===== src/rtl/led_pkg.sv =====
// Shared constants, step encoding and power-on pattern helper for the LED sequencer.
package led_pkg;

    localparam int DEF_LED_COUNT = 5;
    localparam int DEF_DEPTH     = 10;
    localparam int DEF_TICK_DIV  = 50_000_000;
    localparam int MAX_LEDS      = 64;

    localparam logic DIR_FWD = 1'b0;
    localparam logic DIR_REV = 1'b1;

    typedef enum logic [1:0] {
        STEP_NONE,
        STEP_FWD,
        STEP_REV
    } step_e;

    // Entry 0 is dark; entry i walks a single lit LED, wrapping over the LED count.
    function automatic logic [MAX_LEDS-1:0] reset_pattern(input int unsigned entry,
                                                          input int unsigned led_count);
        if (entry == 0) begin
            return '0;
        end
        return MAX_LEDS'(1) << ((entry - 1) % led_count);
    endfunction

endpackage


===== src/rtl/led_sequencer_if.sv =====
// Control, table-write and LED-drive signals shared between the sequencer and its host.
interface led_sequencer_if
    import led_pkg::*;
#(
    parameter int LED_COUNT = DEF_LED_COUNT,
    parameter int DEPTH     = DEF_DEPTH
);
    localparam int IDX_W = $clog2(DEPTH);
    localparam int LEN_W = $clog2(DEPTH + 1);

    logic                 next_led_re;
    logic                 prev_led_re;
    logic                 auto_en;
    logic                 auto_dir;
    logic [LEN_W-1:0]     seq_len;
    logic                 wr_en;
    logic [IDX_W-1:0]     wr_addr;
    logic [LED_COUNT-1:0] wr_data;
    logic [LED_COUNT-1:0] led;
    logic [IDX_W-1:0]     idx;
    logic                 wrap;

    modport master (
        output next_led_re, prev_led_re, auto_en, auto_dir, seq_len,
        output wr_en, wr_addr, wr_data,
        input  led, idx, wrap
    );

    modport slave (
        input  next_led_re, prev_led_re, auto_en, auto_dir, seq_len,
        input  wr_en, wr_addr, wr_data,
        output led, idx, wrap
    );

endinterface


===== src/rtl/led_tick_gen.sv =====
// Auto-advance prescaler: one-cycle tick every TICK_DIV enabled cycles, restartable by clr.
module led_tick_gen
    import led_pkg::*;
#(
    parameter int TICK_DIV = DEF_TICK_DIV
) (
    input  logic clk,
    input  logic async_nreset,
    input  logic en,
    input  logic clr,
    output logic tick
);
    localparam int              CNT_W   = $clog2(TICK_DIV);
    localparam logic [CNT_W-1:0] CNT_MAX = CNT_W'(TICK_DIV - 1);

    logic [CNT_W-1:0] cnt_q;
    logic [CNT_W-1:0] cnt_d;

    always_comb begin
        // NOTE: every output of this block gets a default first so no path leaves it unassigned (no latch).
        tick  = en && (cnt_q == CNT_MAX);
        cnt_d = cnt_q + CNT_W'(1);
        if (!en || clr || tick) begin
            cnt_d = '0;
        end
    end

    always_ff @(posedge clk or negedge async_nreset) begin
        // NOTE: state uses non-blocking assignment so every flop samples pre-edge values.
        if (!async_nreset) begin
            cnt_q <= '0;
        end else begin
            cnt_q <= cnt_d;
        end
    end

endmodule


===== src/rtl/led_sequencer.sv =====
// LED pattern sequencer: host-writable pattern table stepped by manual pulses or auto ticks.
module led_sequencer
    import led_pkg::*;
#(
    parameter int LED_COUNT = DEF_LED_COUNT,
    parameter int DEPTH     = DEF_DEPTH,
    parameter int TICK_DIV  = DEF_TICK_DIV
) (
    input  logic           clk,
    input  logic           async_nreset,
    led_sequencer_if.slave bus
);
    localparam int IDX_W = $clog2(DEPTH);
    localparam int LEN_W = $clog2(DEPTH + 1);

    logic                 tick;
    logic                 manual;
    step_e                step;
    logic [LEN_W-1:0]     eff_len;
    logic [LEN_W-1:0]     last_idx;
    logic [LEN_W-1:0]     idx_ext;
    logic [IDX_W-1:0]     idx_q, idx_d;
    logic                 wrap_q, wrap_d;
    logic [LED_COUNT-1:0] led_q, led_d;
    logic [LED_COUNT-1:0] pat_q [DEPTH];
    logic                 wr_hit;

    // A cancelled next+prev pair still counts as manual activity for the prescaler.
    assign manual = bus.next_led_re | bus.prev_led_re;

    led_tick_gen #(
        .TICK_DIV (TICK_DIV)
    ) u_tick_gen (
        .clk          (clk),
        .async_nreset (async_nreset),
        .en           (bus.auto_en),
        .clr          (manual),
        .tick         (tick)
    );

    always_comb begin
        step = STEP_NONE;
        if (bus.next_led_re && bus.prev_led_re) begin
            step = STEP_NONE;
        end else if (bus.next_led_re) begin
            step = STEP_FWD;
        end else if (bus.prev_led_re) begin
            step = STEP_REV;
        end else if (bus.auto_en && tick) begin
            step = (bus.auto_dir == DIR_FWD) ? STEP_FWD : STEP_REV;
        end
    end

    always_comb begin
        eff_len = bus.seq_len;
        if (bus.seq_len == '0 || bus.seq_len > LEN_W'(DEPTH)) begin
            eff_len = LEN_W'(DEPTH);
        end
        last_idx = eff_len - LEN_W'(1);
        idx_ext  = LEN_W'(idx_q);
    end

    // idx may sit beyond a freshly shortened length; either direction then wraps.
    always_comb begin
        idx_d  = idx_q;
        wrap_d = 1'b0;
        if (eff_len == LEN_W'(1)) begin
            if (step != STEP_NONE) begin
                idx_d = '0;
            end
        end else begin
            unique case (step)
                STEP_FWD: begin
                    if (idx_ext >= last_idx) begin
                        idx_d  = '0;
                        wrap_d = 1'b1;
                    end else begin
                        idx_d = idx_q + IDX_W'(1);
                    end
                end
                STEP_REV: begin
                    if (idx_q == '0 || idx_ext >= eff_len) begin
                        idx_d  = IDX_W'(last_idx);
                        wrap_d = 1'b1;
                    end else begin
                        idx_d = idx_q - IDX_W'(1);
                    end
                end
                default: ;
            endcase
        end
    end

    assign wr_hit = bus.wr_en && (32'(bus.wr_addr) < DEPTH);

    always_comb begin
        led_d = pat_q[idx_d];
        if (wr_hit && bus.wr_addr == idx_d) begin
            led_d = bus.wr_data;
        end
    end

    always_ff @(posedge clk or negedge async_nreset) begin
        // NOTE: the table is a flop array rather than RAM because reset must restore its patterns.
        if (!async_nreset) begin
            for (int i = 0; i < DEPTH; i++) begin
                pat_q[i] <= LED_COUNT'(reset_pattern(i, LED_COUNT));
            end
        end else if (wr_hit) begin
            pat_q[bus.wr_addr] <= bus.wr_data;
        end
    end

    always_ff @(posedge clk or negedge async_nreset) begin
        if (!async_nreset) begin
            idx_q  <= '0;
            wrap_q <= 1'b0;
            led_q  <= '0;
        end else begin
            idx_q  <= idx_d;
            wrap_q <= wrap_d;
            led_q  <= led_d;
        end
    end

    assign bus.idx  = idx_q;
    assign bus.wrap = wrap_q;
    assign bus.led  = led_q;

endmodule

===== src/flat_wrapper.sv =====
// flat-port wrapper written by rule: the top's interface ports become plain ports
module led_sequencer_flat import led_pkg::*;
#(
    parameter int LED_COUNT = DEF_LED_COUNT,
    parameter int DEPTH     = DEF_DEPTH,
    parameter int TICK_DIV  = DEF_TICK_DIV
)
  (clk, async_nreset, bus_next_led_re, bus_prev_led_re, bus_auto_en, bus_auto_dir, bus_seq_len, bus_wr_en, bus_wr_addr, bus_wr_data, bus_led, bus_idx, bus_wrap);
  led_sequencer_if #(.LED_COUNT(LED_COUNT), .DEPTH(DEPTH)) bus_i ();
  input  logic clk;
  input  logic async_nreset;
  input wire logic [$bits(bus_i.next_led_re)-1:0] bus_next_led_re;
  input wire logic [$bits(bus_i.prev_led_re)-1:0] bus_prev_led_re;
  input wire logic [$bits(bus_i.auto_en)-1:0] bus_auto_en;
  input wire logic [$bits(bus_i.auto_dir)-1:0] bus_auto_dir;
  input wire logic [$bits(bus_i.seq_len)-1:0] bus_seq_len;
  input wire logic [$bits(bus_i.wr_en)-1:0] bus_wr_en;
  input wire logic [$bits(bus_i.wr_addr)-1:0] bus_wr_addr;
  input wire logic [$bits(bus_i.wr_data)-1:0] bus_wr_data;
  output wire logic [$bits(bus_i.led)-1:0] bus_led;
  output wire logic [$bits(bus_i.idx)-1:0] bus_idx;
  output wire logic [$bits(bus_i.wrap)-1:0] bus_wrap;
  assign bus_i.next_led_re = bus_next_led_re;
  assign bus_i.prev_led_re = bus_prev_led_re;
  assign bus_i.auto_en = bus_auto_en;
  assign bus_i.auto_dir = bus_auto_dir;
  assign bus_i.seq_len = bus_seq_len;
  assign bus_i.wr_en = bus_wr_en;
  assign bus_i.wr_addr = bus_wr_addr;
  assign bus_i.wr_data = bus_wr_data;
  assign bus_led = bus_i.led;
  assign bus_idx = bus_i.idx;
  assign bus_wrap = bus_i.wrap;
  led_sequencer #(.LED_COUNT(LED_COUNT), .DEPTH(DEPTH), .TICK_DIV(TICK_DIV)) u_core (.clk(clk), .async_nreset(async_nreset), .bus(bus_i));
endmodule

===== config.mk =====
export PLATFORM = sky130hd
export DESIGN_NAME = led_sequencer_flat
export DESIGN_NICKNAME = d
export VERILOG_FILES = /design/src/rtl/led_pkg.sv /design/src/rtl/led_sequencer_if.sv /design/src/rtl/led_tick_gen.sv /design/src/rtl/led_sequencer.sv /design/src/flat_wrapper.sv
export SDC_FILE = /design/constraint.sdc
export NUM_CORES = 1
export LEC_CHECK = 0
export CORE_MARGIN = 2
export CORE_UTILIZATION = 45
export CTS_CLUSTER_DIAMETER = 200
export DETAILED_ROUTE_END_ITERATION = 8
export DONT_BUFFER_PORTS = 1
export GPL_TIMING_DRIVEN = 0
export SYNTH_ARGS = -nofsm -noshare
export SYNTH_HDL_FRONTEND = slang
export SYNTH_SLANG_ARGS = --single-unit

===== constraint.sdc =====
create_clock -name clk -period 7.4 [get_ports clk]
set_input_delay 1.85 -clock clk [delete_from_list [all_inputs] [get_ports clk]]
set_output_delay 1.85 -clock clk [all_outputs]
set_load 0.005 [all_outputs]

==> flow_summary.ini, run 1 <==
[setup_path]
crit_start = bus_auto_en
crit_path_max_fanout = 10
required_ps = 7620
max_stage_delay_ps = 460
worstSetupPathType = in2reg
reg2reg_to = u_core.bus.led[0]
arrival_ps = 5590
worstSetupEndpointType = register
crit_chain = nor4bb_1 > nand3_1 > nor3_1 > a21oi_1 > or2_2 > ha_1 > o21a_1 > o211ai_1 > o22ai_2 > nor3_4 > buf_6 > mux2_1 > a222oi_1 > a31oi_1
r2r_slack_ps = 2990
setup.worst_path.start_class = primary input
worstReg2RegStart = u_core.u_tick_gen.cnt_q[7]
critPathSlowestCell = a222oi_1
critPathBufInv = 1
path_delay_family = simple AND/OR/NAND/NOR gates
ff2ff_path_depth = 14

[sta]
finalSetupTns_ps = 0
fmax_mhz = 186
period_needed_ps = 5360
tightest_slew_ps = 1100
worst_slack_ps = 2040
hold_viol_final = 0
clock_skew_ps = 11.0
slew-limit-headroom = 0.258
rsz0062_at_grt = no
drv_slew = 0
finalCritPeriodShare = 0.725
setup_violations = 0

[global_route]
grt_pass1_vias = 3260
track_usage = 0.188
grt_remaining_overflow = 0
grt_pass1_wl_mm = 16.6
grt_max_degree = 87
antenna_found_initial = 0

[cts]
cts_hold_buf = 0
clkLatencyLatePin_ps = 360
cts_buffers = 9
clockRootBuffer = clkbuf_8
cts_tree = done
clockBufferDepth = 2
htree_levels = 3
path_clk_slew_ps = 80
clock-sinks = 86
cts_resized = 0
postCtsSetupBuffers = 0

[outcome]
status = finished, final reports clean

[floorplan]
io_pins = 30
dieHeight_um = 106
dieWidth_um = 106
initial_core_util = 0.461
fp.coreArea_um2 = 10200
rows = 37
dieArea_um2 = 11300

[yosys]
synth_cell_type_count = 63
ys_warn_count = 0
avgSynthCellArea_um2 = 11.2
yosys_register_bits = 86
synth_cells = 420
syn-cell-area_um2 = 4720
synth-seq-area-share = 0.459
synth_ff_type = dfrtp_1
syn-num-nets = 457
ys_async_sr_fraction = 1.00
synth_edf_count = 0

[power]
intPower_uw = 1000
totalPowerFinal_uw = 1490
powerDensity_nw_per_um2 = 291
ir_drop_uv = 123
switching_power_uw = 486
switching_share = 0.326
p_clk_frac = 0.253
leakagePower_uw = 0.00214
seq_power_share = 0.426
pwr-share-comb = 0.321

[placement]
dpl.hpwl_mm = 7.08
io_buffers = 0
place_congestion = 0.826
dp_slack_ps = 1750

[final_layout]
diodes = 0
final_net_count = 468
drive_gt1_frac = 0.229
syn_to_final_growth_pct = 8.54

[route]
wire_per_inst_um = 17.5
drc = 0
via_count = 3225
drt.antenna.violating_nets = 0
postRouteWirelength_mm = 10.0
first_pass_iters = 4
initialDrtViolationCount = 178
vias_per_cell = 5.64

[worst_hold_path]
hp-start = u_core.u_tick_gen.cnt_q[0]
worstHoldEndpoint = u_core.u_tick_gen.cnt_q[0]
worstHoldPathCells = 1
hp-class = reg2reg

[job]
drv_cap = 0
## cell families after synthesis
kind of cell,count (synthesis),synth area share
simple gates,127,0.144
flops,86,0.459
mux,74,0.174
compound gates,64,0.106
xor+xnor,27,0.0501
buf+inv,25,0.0223
fa+ha+maj,17,0.0451
## synthesized netlist by cell type, drive strengths merged (2+ instances only)
| cell | number | area share |
|---|---|---|
| nor2b | 3 | 0.0040 |
| xnor2 | 8 | 0.015 |
| nor3 | 11 | 0.014 |
| and3 | 4 | 0.0053 |
| a21oi | 6 | 0.0064 |
| o21a | 3 | 0.0048 |
| or2 | 5 | 0.0066 |
| and2 | 3 | 0.0040 |
| a222oi | 4 | 0.0085 |
| clkbuf | 11 | 0.0088 |
| mux2 | 63 | 0.15 |
| a21boi | 2 | 0.0032 |
| xor2 | 19 | 0.035 |
| nand2b | 6 | 0.0080 |
| o31a | 2 | 0.0037 |
| nand3 | 18 | 0.019 |
| or3 | 4 | 0.0064 |
| buf | 2 | 0.0040 |
| o211ai | 3 | 0.0048 |
| inv | 12 | 0.0095 |
| mux2i | 11 | 0.023 |
| nor4 | 5 | 0.0093 |
| nand4 | 5 | 0.0066 |
| o22a | 4 | 0.0074 |
| and4 | 3 | 0.0056 |
| a211oi | 8 | 0.014 |
| a31oi | 4 | 0.0053 |
| nand2 | 16 | 0.013 |
| ha | 17 | 0.045 |
| dfstp | 9 | 0.050 |
| o21ai | 10 | 0.011 |
| o31ai | 2 | 0.0032 |
| nor2 | 37 | 0.029 |
| nand3b | 3 | 0.0048 |
| a211o | 3 | 0.0056 |
| dfrtp | 77 | 0.41 |
## cell usage in the layout, fill, tap and decap left out, drive strengths merged, types with 2 or more instances in the layout
cell	count
a21boi	2
o31ai	2
o22a	4
ha	17
a222oi	4
and4	3
nand2	16
mux2i	11
a21oi	6
nand3b	3
nand4	5
or2	5
nor2	37
bufinv	2
xor2	19
mux2	63
o21a	3
nor4	5
buf	2
or3	4
and3	4
o21ai	10
a211o	3
nor2b	3
dfstp	9
nand3	18
and2	3
o31a	2
clkbuf	22
o211ai	3
xnor2	8
a211oi	8
nand2b	6
clkinv	2
a31oi	4
dfrtp	77
nor3	11
inv	12
## cell type report
cell class / count / area [um^2]
fillers: 926 / 5110
multi-input cells: 309 / 2450
flip-flops and latches: 86 / 2160
well taps: 136 / 170
clock buffers: 11 / 151
clock inverters: 5 / 81.3
plain buffers: 13 / 60.1
inverters: 12 / 45.0
## power groups by stage
| stage | clock network, uW | registers [uW] | logic, uW |
|---|---|---|---|
| after global routing | 406 | 647 | 522 |
| after detailed placement | 0 | 644 | 475 |
| final | 376 | 633 | 478 |
| after CTS | 390 | 634 | 477 |
| after floorplan | 0 | 621 | 382 |
| after global placement | 0 | 639 | 470 |
## worst max-delay path by stage
stage / slack [ps] / depth (start not counted) / endpoint
2_1_floorplan: 2510 / 14 / u_core.bus.led[0]
3_3_place_gp: 1730 / 14 / u_core.bus.led[2]
3_5_place_dp: 1750 / 14 / u_core.bus.led[0]
4_1_cts: 2130 / 14 / u_core.bus.led[0]
5_1_grt: 1790 / 14 / u_core.bus.led[2]
6_report: 2040 / 14 / u_core.bus.led[0]
## state kept, by name, summed over array words and instances (netlist names)
register / count
u_core.bus.idx: 4
u_core.bus.led: 5
u_core.bus.wrap: 1
u_core.pat_q: 50
u_core.u_tick_gen.cnt_q: 26
## per-layer routing
metal,global-route usage,share of wire,vias up
li1,-,-,1561
met3,0.0435,0.034,14
met4,0.0592,0.015,0
met2,0.303,0.48,43
met5,0,0,-
met1,0.251,0.47,1607
## through the flow
stage | hold slack, ps | instances | area, um^2 | utilization
3_3_place_gp | 439 | 556 | 4890 | 0.478
2_1_floorplan | 424 | 420 | 4720 | -
3_5_place_dp | 454 | 556 | 4890 | 0.478
4_1_cts | 465 | 572 | 5120 | 0.500
6_report | 464 | 572 | 5120 | 0.500
5_1_grt | 486 | 572 | 5120 | 0.500
Note: power is estimated with default switching activity, not from simulation.
==> inputs of run 2 (changes only) <==
--- a/config.mk
+++ b/config.mk
@@ -5,6 +5,7 @@
 export SDC_FILE = /design/constraint.sdc
 export NUM_CORES = 1
 export LEC_CHECK = 0
+export ABC_AREA = 1
 export CORE_MARGIN = 2
 export CORE_UTILIZATION = 45
 export CTS_CLUSTER_DIAMETER = 200
==> constraint.sdc (replaced) <==
create_clock -name clk -period 4.75 [get_ports clk]
set_input_delay 1.1875 -clock clk [delete_from_list [all_inputs] [get_ports clk]]
set_output_delay 1.1875 -clock clk [all_outputs]
set_load 0.005 [all_outputs]
==> run 2 against run 1 <==
- clock skew decreased by 0.55 ps
- utilization is 0.14 points lower
- clock power up 61%
- critical path depth is 3 higher
- sequential cell count stayed put
- combinational power increased by 23%
==> flow_summary.ini, run 2 <==
[outcome]
status = finished, final reports clean

[yosys]
synth-seq-area-share = 0.432
synthTopCellsByCount = nand2_1, nand3_1, dfrtp_1
ys_async_sr_fraction = 1.00
synth_edf_count = 0
yosysTopAreaCellShare = 0.385
yosysTopAreaCell = dfrtp_1
syn-cell-area_um2 = 5000
synth_cell_type_count = 37
yosys_register_bits = 86
syn-num-nets = 685
synth_ff_type = dfrtp_1
avgSynthCellArea_um2 = 7.72
synthTopCellsByArea = dfrtp_1, nand2_1, nand3_1
synth.most_common_cell = nand2_1
ys_warn_count = 0
synth_cells = 648

[placement]
io_buffers = 0
place_congestion = 0.904
dpl.hpwl_mm = 8.64

[global_route]
grt_max_degree = 87
grt_pass1_wl_mm = 19.5
grt_remaining_overflow = 0
grt_pass1_vias = 3987
track_usage = 0.212
antenna_found_initial = 0

[route]
drc = 0
initialDrtViolationCount = 274
first_pass_iters = 5
wire_per_inst_um = 14.9
postRouteWirelength_mm = 12.0
vias_per_cell = 5.28
via_count = 4246
drt.antenna.violating_nets = 0

[setup_path]
r2r_slack_ps = 1140
ff2ff_path_depth = 22
setup.worst_path.start_class = primary input
worstSetupPathType = in2reg
worstSetupEndpointType = register
arrival_ps = 4050
required_ps = 5040
worstReg2RegStart = u_core.u_tick_gen.cnt_q[0]
crit_path_max_fanout = 9
crit_start = bus_auto_en

[sta]
fmax_mhz = 266
finalCritPeriodShare = 0.791
drv_slew = 0
rsz0062_at_grt = no
slew-limit-headroom = 0.345
tightest_slew_ps = 976
setup_violations = 0
finalSetupTns_ps = 0
clock_skew_ps = 10.5
period_needed_ps = 3760
hold_viol_final = 0

[final_layout]
drive_gt1_frac = 0.134
diodes = 0
final_cell_mix = nand2_1, nand3_1, dfrtp_1
top_register = u_core.pat_q
final_common_cell = nand2_1
fillCellCount = 1114
largest_register_ffs = 50
syn_to_final_growth_pct = 8.10
final_net_count = 696

[floorplan]
fp.coreArea_um2 = 10800
io_pins = 30
dieWidth_um = 109
initial_core_util = 0.462
dieArea_um2 = 12000
rows = 38
dieHeight_um = 109

[cts]
path_clk_slew_ps = 80
postCtsSetupBuffers = 0
cts_resized = 0
clockRootBuffer = clkbuf_8
htree_levels = 3
cts_hold_buf = 0
cts_tree = done
clkLatencyLatePin_ps = 360
clock-sinks = 86
cts_buffers = 9
clockBufferDepth = 2

[power]
leakagePower_uw = 0.00244
ir_drop_uv = 190
totalPowerFinal_uw = 2140
powerDensity_nw_per_um2 = 396

[worst_hold_path]
worstHoldPathCells = 1
hp-class = reg2reg
hp-start = u_core.u_tick_gen.cnt_q[0]

[job]
drv_cap = 0
==> run 2: power by group <==
group	total, uW	leakage, uW	internal [uW]	switching [uW]
logic	590	0.00124	217	374
registers	942	0.00109	867	75.4
clock network	607	0.000115	350	258
total	2140	0.00244	1430	707
==> run 2: cells by family after synthesis <==
kind of cell	after synthesis	share of synthesized area
AND/OR/NAND/NOR	338	0.323
buffers and inverters	106	0.0855
AO/OA/AOI/OAI	93	0.102
flip-flops	86	0.432
adder cells (fa/ha/maj)	17	0.0425
XOR/XNOR	8	0.0140
==> run 2: worst max-delay path, stage by stage <==
cell and delay [ps]:
nand3_1 70, nor4_1 440, nand2_1 110, or2_1 220, a21oi_1 210, inv_1 100
ha_1 290, buf_2 170, o21ai_0 220, inv_2 50, nand2_2 90, nand2_4 90
inv_2 130, nand3_1 190, a21oi_1 220, a21oi_1 80, a21oi_2 160
==> run 2: final timing paths <==
| kind | to |
|---|---|
| setup / recovery | u_core.bus.led[1] |
| hold / removal | u_core.u_tick_gen.cnt_q[0] |
| setup reg to reg | u_core.bus.led[1] |
| hold reg to reg | u_core.u_tick_gen.cnt_q[0] |
| max in group asynchronous | u_core.pat_q[36] |
| min in group asynchronous | u_core.bus.wrap |
==> run 2: routing by layer <==
| layer | wire (um) | GRT usage | vias up |
|---|---|---|---|
| met4 | 158 | 0.0651 | 0 |
| li1 | - | - | 2140 |
| met2 | 5420 | 0.324 | 106 |
| met1 | 5630 | 0.298 | 1985 |
| met3 | 765 | 0.0516 | 15 |
| met5 | 0 | 0 | - |
==> run 2: layout make-up <==
class | instances | area, um^2 | area share
Sequential cell | 86 | 2160 | 0.400
Clock buffer | 12 | 135 | 0.0250
Buffer | 14 | 82.6 | 0.0153
Tap cell | 140 | 175 | 0.0324
Inverter | 92 | 345 | 0.0638
Multi-Input combinational cell | 456 | 2410 | 0.446
Clock inverter | 4 | 95.1 | 0.0176
==> run 2: metrics by stage <==
step | instance area (um^2) | hold slack [ps] | utilization | std cells | setup WS (ps)
after global routing | 5410 | 473 | 0.499 | 804 | 730
after CTS | 5410 | 464 | 0.499 | 804 | 1040
after detailed placement | 5180 | 452 | 0.478 | 788 | 668
after floorplan | 5000 | 433 | - | 648 | 1130
final | 5410 | 461 | 0.499 | 804 | 992
after global placement | 5180 | 449 | 0.478 | 788 | 712
